## src/rtl/byte_serial_adder.sv

```systemverilog
// Multi-byte adder/subtractor that time-shares one 8-bit carry-lookahead adder,
// processing one byte per cycle LSB first behind valid/ready handshakes.

module cla_8bit (
  input  logic [7:0] a,
  input  logic [7:0] b,
  input  logic       ci,
  output logic [7:0] s,
  output logic       co
);

  logic [7:0] g;
  logic [7:0] p;
  logic [8:0] c;

  // Each carry is a flat sum-of-products of generates and propagates, not a ripple chain.
  always_comb begin
    logic term;
    logic prod;
    g = a & b;
    p = a ^ b;
    c = '0;
    c[0] = ci;
    for (int i = 0; i < 8; i++) begin
      term = g[i];
      prod = p[i];
      for (int j = i - 1; j >= 0; j--) begin
        term = term | (prod & g[j]);
        prod = prod & p[j];
      end
      c[i+1] = term | (prod & ci);
    end
    s  = p ^ c[7:0];
    co = c[8];
  end

endmodule

module byte_serial_adder #(
  parameter int NBYTES = 4
) (
  input  logic                clk,
  input  logic                rst_n,
  input  logic                in_valid,
  output logic                in_ready,
  input  logic [8*NBYTES-1:0] a,
  input  logic [8*NBYTES-1:0] b,
  input  logic                cin,
  input  logic                op_sub,
  output logic                out_valid,
  input  logic                out_ready,
  output logic [8*NBYTES-1:0] sum,
  output logic                cout,
  output logic                overflow
);

  localparam int W  = 8 * NBYTES;
  localparam int IW = (NBYTES > 1) ? $clog2(NBYTES) : 1;
  localparam logic [IW-1:0] LAST = IW'(NBYTES - 1);

  typedef enum logic [1:0] {IDLE, RUN, DONE} state_t;

  state_t        state;
  state_t        nextState;
  logic [IW-1:0] idx;
  logic [W-1:0]  aReg;
  logic [W-1:0]  bEff;
  logic          carry;
  logic [W-1:0]  aShift;
  logic [W-1:0]  bShift;
  logic [7:0]    claS;
  logic          claCo;
  logic          accept;

  assign accept = (state == IDLE) && in_valid;
  assign aShift = aReg >> (8 * idx);
  assign bShift = bEff >> (8 * idx);

  cla_8bit u_cla (
    .a  (aShift[7:0]),
    .b  (bShift[7:0]),
    .ci (carry),
    .s  (claS),
    .co (claCo)
  );

  always_ff @(posedge clk or negedge rst_n) begin
    if (!rst_n) state <= IDLE;
    else        state <= nextState;
  end

  always_comb begin
    nextState = state;
    case (state)
      IDLE:    if (in_valid)     nextState = RUN;
      RUN:     if (idx == LAST)  nextState = DONE;
      DONE:    if (out_ready)    nextState = IDLE;
      default:                   nextState = IDLE;
    endcase
  end

  always_comb begin
    in_ready  = (state == IDLE);
    out_valid = (state == DONE);
  end

  // Subtraction becomes A + ~B + ~cin, so cout reads as "no borrow".
  always_ff @(posedge clk or negedge rst_n) begin
    if (!rst_n) begin
      idx      <= '0;
      aReg     <= '0;
      bEff     <= '0;
      carry    <= 1'b0;
      sum      <= '0;
      cout     <= 1'b0;
      overflow <= 1'b0;
    end else if (accept) begin
      idx   <= '0;
      aReg  <= a;
      bEff  <= op_sub ? ~b : b;
      carry <= cin ^ op_sub;
    end else if (state == RUN) begin
      sum[8*idx +: 8] <= claS;
      carry           <= claCo;
      if (idx == LAST) begin
        cout     <= claCo;
        overflow <= (aReg[W-1] == bEff[W-1]) && (claS[7] != aReg[W-1]);
      end else begin
        idx <= idx + 1'b1;
      end
    end
  end

endmodule

```

## config.mk

```make
export PLATFORM = sky130hd
export DESIGN_NAME = byte_serial_adder
export DESIGN_NICKNAME = d
export VERILOG_FILES = /design/src/rtl/byte_serial_adder.sv
export SDC_FILE = /design/constraint.sdc
export NUM_CORES = 1
export LEC_CHECK = 0
export ABC_AREA = 1
export CORE_UTILIZATION = 45
export DETAILED_ROUTE_END_ITERATION = 7
export HOLD_SLACK_MARGIN = 0.15
export PLACE_DENSITY = 0.7
export SLEW_MARGIN = 30
export SYNTH_ARGS = -nofsm -noshare
export SYNTH_HDL_FRONTEND = slang
export SYNTH_SLANG_ARGS = --single-unit
```

## constraint.sdc

```tcl
create_clock -name clk -period 3.4 [get_ports clk]
set_input_delay 1.02 -clock clk [delete_from_list [all_inputs] [get_ports clk]]
set_output_delay 1.02 -clock clk [all_outputs]
set_load 0.02 [all_outputs]
```

==> impl_results.md, run 1 <==
* Status: finished, final reports clean
* Worst hold path class: flop to flop
* First-pass DRT Iterations at 5
* Final setup fails at 0
* Count of routing violations after the opening detailed-route iteration at 232
* Number of buffers inserted for hold repair after clock tree synthesis at 0
* Starting utilization of the core area at 46.78%
* Top Family by Delay on Critical Path: simple AND/OR/NAND/NOR gates
* CP endpoint kind: flop
* Wire length of the first global-routing pass at 21080 um
* Number of flops mapped to enable cells by yosys at 0
* Area growth from synthesis to layout at 29.15%
* Post-Syn Nets at 700
* Standard-cell row count at 38
* Num ports at 106
* Cell with the most instances after synthesis: sky130_fd_sc_hd__nand2_1
* Number of nets in the layout at 800
* Worst setup path category: flop to flop
* CP cell instances: inv_1 -> buf_4 -> o21ai_0 -> o22ai_1 -> ha_1 -> nand2_1 -> nand2_1 -> nor2_1 -> nand2_1 -> nand2_1 -> nand2_1 -> nor2_1 -> nand2_1 -> o21ai_0
* Overflow left after global routing at 0
* Pin count of the biggest net entering global routing at 59
* Cell with the largest stage delay on the worst path: sky130_fd_sc_hd__dfrtp_1
* Area of the die at 0.01180 mm^2
* Synth Flop Type: sky130_fd_sc_hd__dfrtp_1
* Die boundary height at 108.6 um
* Final worst clock skew at 9.411 ps
* Initial antenna violation count at 0
* Crit path DAT at 3010 ps
* Gate power share at 55.2%
* Max-cap violations at 0
* Clock tree sinks at 103
* Number of distinct library cells after synthesis at 30
* Sequential group share of total power at 30.3%
* Antenna violation net count after detailed routing at 0
* Final min period at 2751 ps
* Number of diodes at 0
* Buffers plus inverters on the worst setup path at 2
* Count of unresolved DRC violations after routing at 0
* GRT Resource Usage Total at 23.16%
* Unrepaired setup endpoints after global routing: false
* CORE AREA at 0.01094 mm^2
* Fin. max-slew vios at 0
* Number of synthesis warnings at 0
* Num CTS Buffers at 9
* Routed length per instance at 14.70 um
* Setup bufs post-CTS at 0
* Largest area contributor in the synthesized netlist: sky130_fd_sc_hd__dfrtp_1
* Flops & latches, synth at 103
* Cells taking the most area after synthesis: sky130_fd_sc_hd__dfrtp_1, sky130_fd_sc_hd__nand2_1, sky130_fd_sc_hd__o21ai_0, sky130_fd_sc_hd__xnor2_1, sky130_fd_sc_hd__ha_1
* Worst-margin pin slew at 566.2 ps
* Number of H-tree levels at 3
* Post-synthesis instance total at 614
* Crit path max fanout at 21
* Most repeated library cell on the critical path: sky130_fd_sc_hd__nand2_1
* Synthesized area per cell at 8.333 um^2
* Total standard cell area after synthesis at 0.005116 mm^2
* Worst hold-check slack at 483.2 ps
* Register clock-pin slew on the reported worst setup and hold paths at 70 ps
* Final estimated routing congestion in global placement at 0.8665
* CTS tree: yes
* Switching power at 3.250 mW
* Max-Slew Margin vs Limit at 62.21%
* Fraction of synthesis flops using an asynchronous set or reset pin at 100.0%
* Peak supply drop at 0.4644 mV
* Vias per cell at 5.161
* Number of buffers added on ports at 105
* Net switching fraction of the power at 47.02%
* Root Buffer Master: sky130_fd_sc_hd__clkbuf_16
* Fin. Hold Viols at 0
* Vias in the first global route at 4306
* Worst-Skew Late Latency at 340 ps
* DR vias at 4433
* Sequential-to-total area share from yosys stat at 50.38%
* Ratio of cells with drive above 1 in the final layout at 5.981%
* DP Wirelength at 9488 um
* Internal portion of total power at 3.662 mW
* LEAKAGE at 3.116 nW
* Ratio of total power to cell area at 1046 mW/mm^2
* Resized Gates After CTS at 0
* Maximum achievable frequency at 0.3635 GHz
* Top post-synthesis cells by count: sky130_fd_sc_hd__nand2_1, sky130_fd_sc_hd__dfrtp_1, sky130_fd_sc_hd__o21ai_0
* Startpoint kind of the worst setup timing path: flop
* Post-synth top area share at 50.38%
* Die width at 108.6 um
* Worst path required time at 3650 ps
* Total wire length after detailed routing at 12630 um
* Max clock buf depth at 2
* Share of the clock period used by the worst path at 80.90%
* Setup TNS at 0 ps
* Peak per-stage delay on the critical path at 380 ps
* Proportion of power drawn by the clock network at 14.5%
==> worst paths after layout <==
| check | start | to | slack, ps | depth (start not counted) |
|---|---|---|---|---|
| max | idx[0] | sum[29] | 650 | 14 |
| min | aReg[11] | aReg[11] | 480 | 2 |
| max reg2reg | idx[0] | sum[29] | 650 | 14 |
| min reg2reg | aReg[11] | aReg[11] | 480 | 2 |
| max in group asynchronous | rst_n | bEff[7] | 2210 | 2 |
| min in group asynchronous | rst_n | sum[3] | 570 | 1 |
==> through the flow <==
step	instances	cell area, um^2	setup slack (ps)	util [%]	total power [mW]
global placement	843	6319	825.4	57.78	5.823
floorplan	614	5116	999.4	-	4.601
detailed placement	843	6319	707.7	57.78	5.884
global route	859	6608	302.3	60.42	7.513
CTS	859	6608	674.6	60.42	6.904
finish	859	6608	649.2	60.42	6.911
==> layout by cell type, fill, tap and decap left out, types with 2 or more instances in the layout <==
cell type                         count
sky130_fd_sc_hd__inv_1               24
sky130_fd_sc_hd__nand3_1             18
sky130_fd_sc_hd__nand4_1              8
sky130_fd_sc_hd__o21bai_1             2
sky130_fd_sc_hd__nand2_2              4
sky130_fd_sc_hd__clkbuf_16            9
sky130_fd_sc_hd__a21oi_1              2
sky130_fd_sc_hd__xnor2_1             34
sky130_fd_sc_hd__a22o_2               2
sky130_fd_sc_hd__ha_1                15
sky130_fd_sc_hd__inv_2                2
sky130_fd_sc_hd__nor2_1              49
sky130_fd_sc_hd__inv_6                2
sky130_fd_sc_hd__clkdlybuf4s50_1    103
sky130_fd_sc_hd__o31ai_1              3
sky130_fd_sc_hd__o21ai_0             84
sky130_fd_sc_hd__dfrtp_1            103
sky130_fd_sc_hd__o22ai_1             17
sky130_fd_sc_hd__nand2_1            208
sky130_fd_sc_hd__buf_4               13
==> cells by family after synthesis <==
family	count (synthesis)	synth area share, %
adder cells (fa/ha/maj)	16	4.060
AO/OA/AOI/OAI	114	12.25
XOR/XNOR	34	5.821
AND/OR/NAND/NOR	292	23.06
flip-flops	103	50.38
buffers and inverters	55	4.427
==> power by group through the flow <==
| stage | logic (mW) | clock network [mW] | registers (mW) |
|---|---|---|---|
| floorplan | 2.44 | 0 | 2.16 |
| global placement | 3.72 | 0 | 2.10 |
| detailed placement | 3.77 | 0 | 2.11 |
| CTS | 3.80 | 1.01 | 2.10 |
| global route | 4.31 | 1.06 | 2.15 |
| finish | 3.82 | 1.00 | 2.09 |
==> cell type report <==
| type | instances | area [um^2] |
|---|---|---|
| inverters | 26 | 97.59 |
| well taps | 140 | 175.2 |
| repair buffers | 118 | 1154 |
| clock inverters | 6 | 50.05 |
| flip-flops and latches | 103 | 2577 |
| multi-input cells | 456 | 2315 |
| clock buffers | 10 | 239.0 |
| fillers | 982 | 4328 |
==> worst reg2reg max path: stages (launching register included) <==
cell,delay (ps)
sky130_fd_sc_hd__dfrtp_1,380
sky130_fd_sc_hd__inv_1,300
sky130_fd_sc_hd__buf_4,320
sky130_fd_sc_hd__o21ai_0,110
sky130_fd_sc_hd__o22ai_1,240
sky130_fd_sc_hd__ha_1,340
sky130_fd_sc_hd__nand2_1,110
sky130_fd_sc_hd__nand2_1,50
sky130_fd_sc_hd__nor2_1,170
sky130_fd_sc_hd__nand2_1,80
sky130_fd_sc_hd__nand2_1,90
sky130_fd_sc_hd__nand2_1,80
sky130_fd_sc_hd__nor2_1,150
sky130_fd_sc_hd__nand2_1,90
sky130_fd_sc_hd__o21ai_0,170
==> state kept, by name, indices dropped and copies added, names as in the netlist <==
| register | flops |
|---|---|
| aReg | 32 |
| bEff | 32 |
| sum | 32 |
| idx | 2 |
| state | 2 |
| carry | 1 |
| cout | 1 |
| overflow | 1 |
==> layer usage <==
| layer | track usage (%) | vias up | share of wire [%] |
|---|---|---|---|
| met5 | 0 | - | 0 |
| met4 | 7.239 | 0 | 1.5 |
| met1 | 31.12 | 2089 | 46 |
| li1 | - | 2193 | - |
| met3 | 3.347 | 17 | 4.3 |
| met2 | 38.74 | 134 | 48 |
No activity file was read; power rests on OpenSTA's default activity.
==> inputs of run 2 (changes only) <==
Clock period 3.4 ns to 2.7 ns, I/O delays scaled along.
==> run 2 against run 1 <==
First-iteration DRC count is 1.3% higher. Routed wire length is 1.1% lower. Critical endpoint unchanged. Final area increased by 0.44%. Largest cell class unchanged. Sequential share of layout area fell by 0.17 points. Global-route usage decreased by 0.62 points. Clock skew rose by 1.1 ps. Critical path type unchanged.
==> impl_results.md, run 2 (synthesized netlist as in run 1, its figures left out) <==
* Routed length per instance at 14.48 um
* CTS tree: yes
* Max-Slew Margin vs Limit at 70.38%
* Number of diodes at 0
* Power, Total at 8.629 mW
* Count of unresolved DRC violations after routing at 0
* Worst-Skew Late Latency at 340 ps
* Number of buffers inserted for hold repair after clock tree synthesis at 0
* DR vias at 4407
* Vias per cell at 5.113
* Starting utilization of the core area at 46.78%
* CP cell instances: inv_1 -> buf_4 -> o21ai_0 -> o22ai_1 -> ha_1 -> nand2_1 -> nand2_1 -> nor2_1 -> nand2_1 -> nand2_1 -> nand2_1 -> nor2_1 -> nand2_1 -> o21ai_0
* Unrepaired setup endpoints after global routing: false
* Worst setup path category: flop to flop
* Overflow left after global routing at 0
* Amount of wire on met3 after detailed routing at 624 um
* GRT Resource Usage Total at 22.54%
* Fin. max-slew vios at 0
* Max clock buf depth at 2
* Setup TNS at 0 ps
* Vias in the first global route at 4171
* LEAKAGE at 3.129 nW
* Most common cell after layout, fill and taps aside: sky130_fd_sc_hd__nand2_1
* CP endpoint kind: flop
* Met2 wire length at 6138 um
* Total wire length after detailed routing at 12490 um
* Worst hold path class: primary input to asynchronous set/reset pin
* Area growth from synthesis to layout at 29.71%
* Fin. Hold Viols at 0
* Die width at 108.6 um
* Maximum achievable frequency at 0.4175 GHz
* Ratio of total power to cell area at 1300 mW/mm^2
* Standard cell area after detailed placement at 0.006354 mm^2
* Crit path DAT at 2640 ps
* Top Registers: aReg x32, bEff x32, sum x32
* Final setup fails at 0
* Peak supply drop at 0.6074 mV
* Peak per-stage delay on the critical path at 390 ps
* CORE AREA at 0.01094 mm^2
* Final worst clock skew at 10.47 ps
* Post-route worst setup slack at 304.9 ps
* Worst setup path startpoint: idx[1]
* Area of the die at 0.01180 mm^2
* Final min period at 2395 ps
* Worst r2r src: idx[1]
* Cell with the largest stage delay on the worst path: sky130_fd_sc_hd__dfrtp_1
* Post-route design area at 0.006636 mm^2
* Post-Route M1 WL at 5546 um
* Status: finished, final reports clean
* DP Wirelength at 9650 um
* Count of routing violations after the opening detailed-route iteration at 235
* Wire length of the first global-routing pass at 20380 um
* Initial antenna violation count at 0
* Share of the clock period used by the worst path at 88.71%
* Most repeated library cell on the critical path: sky130_fd_sc_hd__nand2_1
* Top Metal Used: met4
* Number of buffers added on ports at 105
* Root Buffer Master: sky130_fd_sc_hd__clkbuf_16
* Number of nets in the layout at 803
* Worst-margin pin slew at 444.3 ps
* Number of H-tree levels at 3
* Standard-cell row count at 38
* Startpoint kind of the worst setup timing path: flop
* Number of filler cells placed in the layout at 980
* Pin count of the biggest net entering global routing at 53
* Clock tree sinks at 103
* Final estimated routing congestion in global placement at 0.8685
* Crit path max fanout at 8
* Worst path required time at 2950 ps
* First-pass DRT Iterations at 4
* Num ports at 106
* Antenna violation net count after detailed routing at 0
* Max-cap violations at 0
* Ratio of cells with drive above 1 in the final layout at 6.371%
* Worst slack, placed at 300.7 ps
* Num CTS Buffers at 9
* Die boundary height at 108.6 um
* Commonest cells after routing, fill and taps aside: sky130_fd_sc_hd__nand2_1, sky130_fd_sc_hd__dfrtp_1, sky130_fd_sc_hd__clkdlybuf4s50_1
* Register clock-pin slew on the reported worst setup and hold paths at 70 ps
[run 2: cell types whose count changed in the layout (fill, tap and decap cells not counted), sizes merged]
cell / delta
clkinv: +1
clkbuf: +1
buf: +3
clkinvlp: +1
inv: -3
[run 2: worst paths after layout]
check | endpoint | slack (ps) | cells after the start
worst max-delay path | sum[29] | 300 | 14
worst min-delay path | aReg[8] | 380 | 1
worst max register to register | sum[29] | 300 | 14
worst min register to register | aReg[26] | 490 | 2
max in group asynchronous | aReg[3] | 1640 | 2
min in group clk | aReg[26] | 490 | 2
[run 2: stage by stage]
stage / std cells / hold WS (ps) / utilization [%]
after floorplan: 614 / 443.6 / -
after global placement: 846 / 461.8 / 58.10
after detailed placement: 846 / 469.9 / 58.10
after CTS: 862 / 380.2 / 60.63
after global routing: 862 / 384.8 / 60.69
final: 862 / 375.7 / 60.69
[run 2: area by class of cell]
cell class                 count  area (um^2)  area share, %
clock buffer                  11        242.7          3.658
clock inverter                 5        33.78         0.5091
inverter                      26        97.59          1.471
multi-input combinational    456         2321          34.97
sequential                   103         2577          38.84
tap                          140        175.2          2.640
timing repair buffer         121         1189          17.91
[run 2: report_power, final]
group	total [mW]	switching [mW]	leakage [nW]	internal, mW
clock	1.22	0.567	0.132	0.650
sequential	2.67	0.465	1.32	2.20
combinational	4.74	2.97	1.68	1.77
[run 2: layer usage]
metal	GRT usage (%)	vias to the layer above
met2	36.98	154
met4	7.432	0
met1	30.81	2044
met5	0	-
met3	3.168	14
li1	-	2195
[run 2: repair_timing]
item                                   CTS  global route
setup endpoints to repair                0             1
gates resized for setup                  0             1
endpoints found under the hold margin    0             0
setup buffers                            0             0
[run 2: critical path: cells and delay by family (launching register included)]
kind | cells | cell delay (ps)
AOI/OAI and AO/OA | 3 | 490
adders and majority gates | 1 | 330
buffers and inverters | 2 | 340
DFF | 1 | 390
and+or+nand+nor | 8 | 750
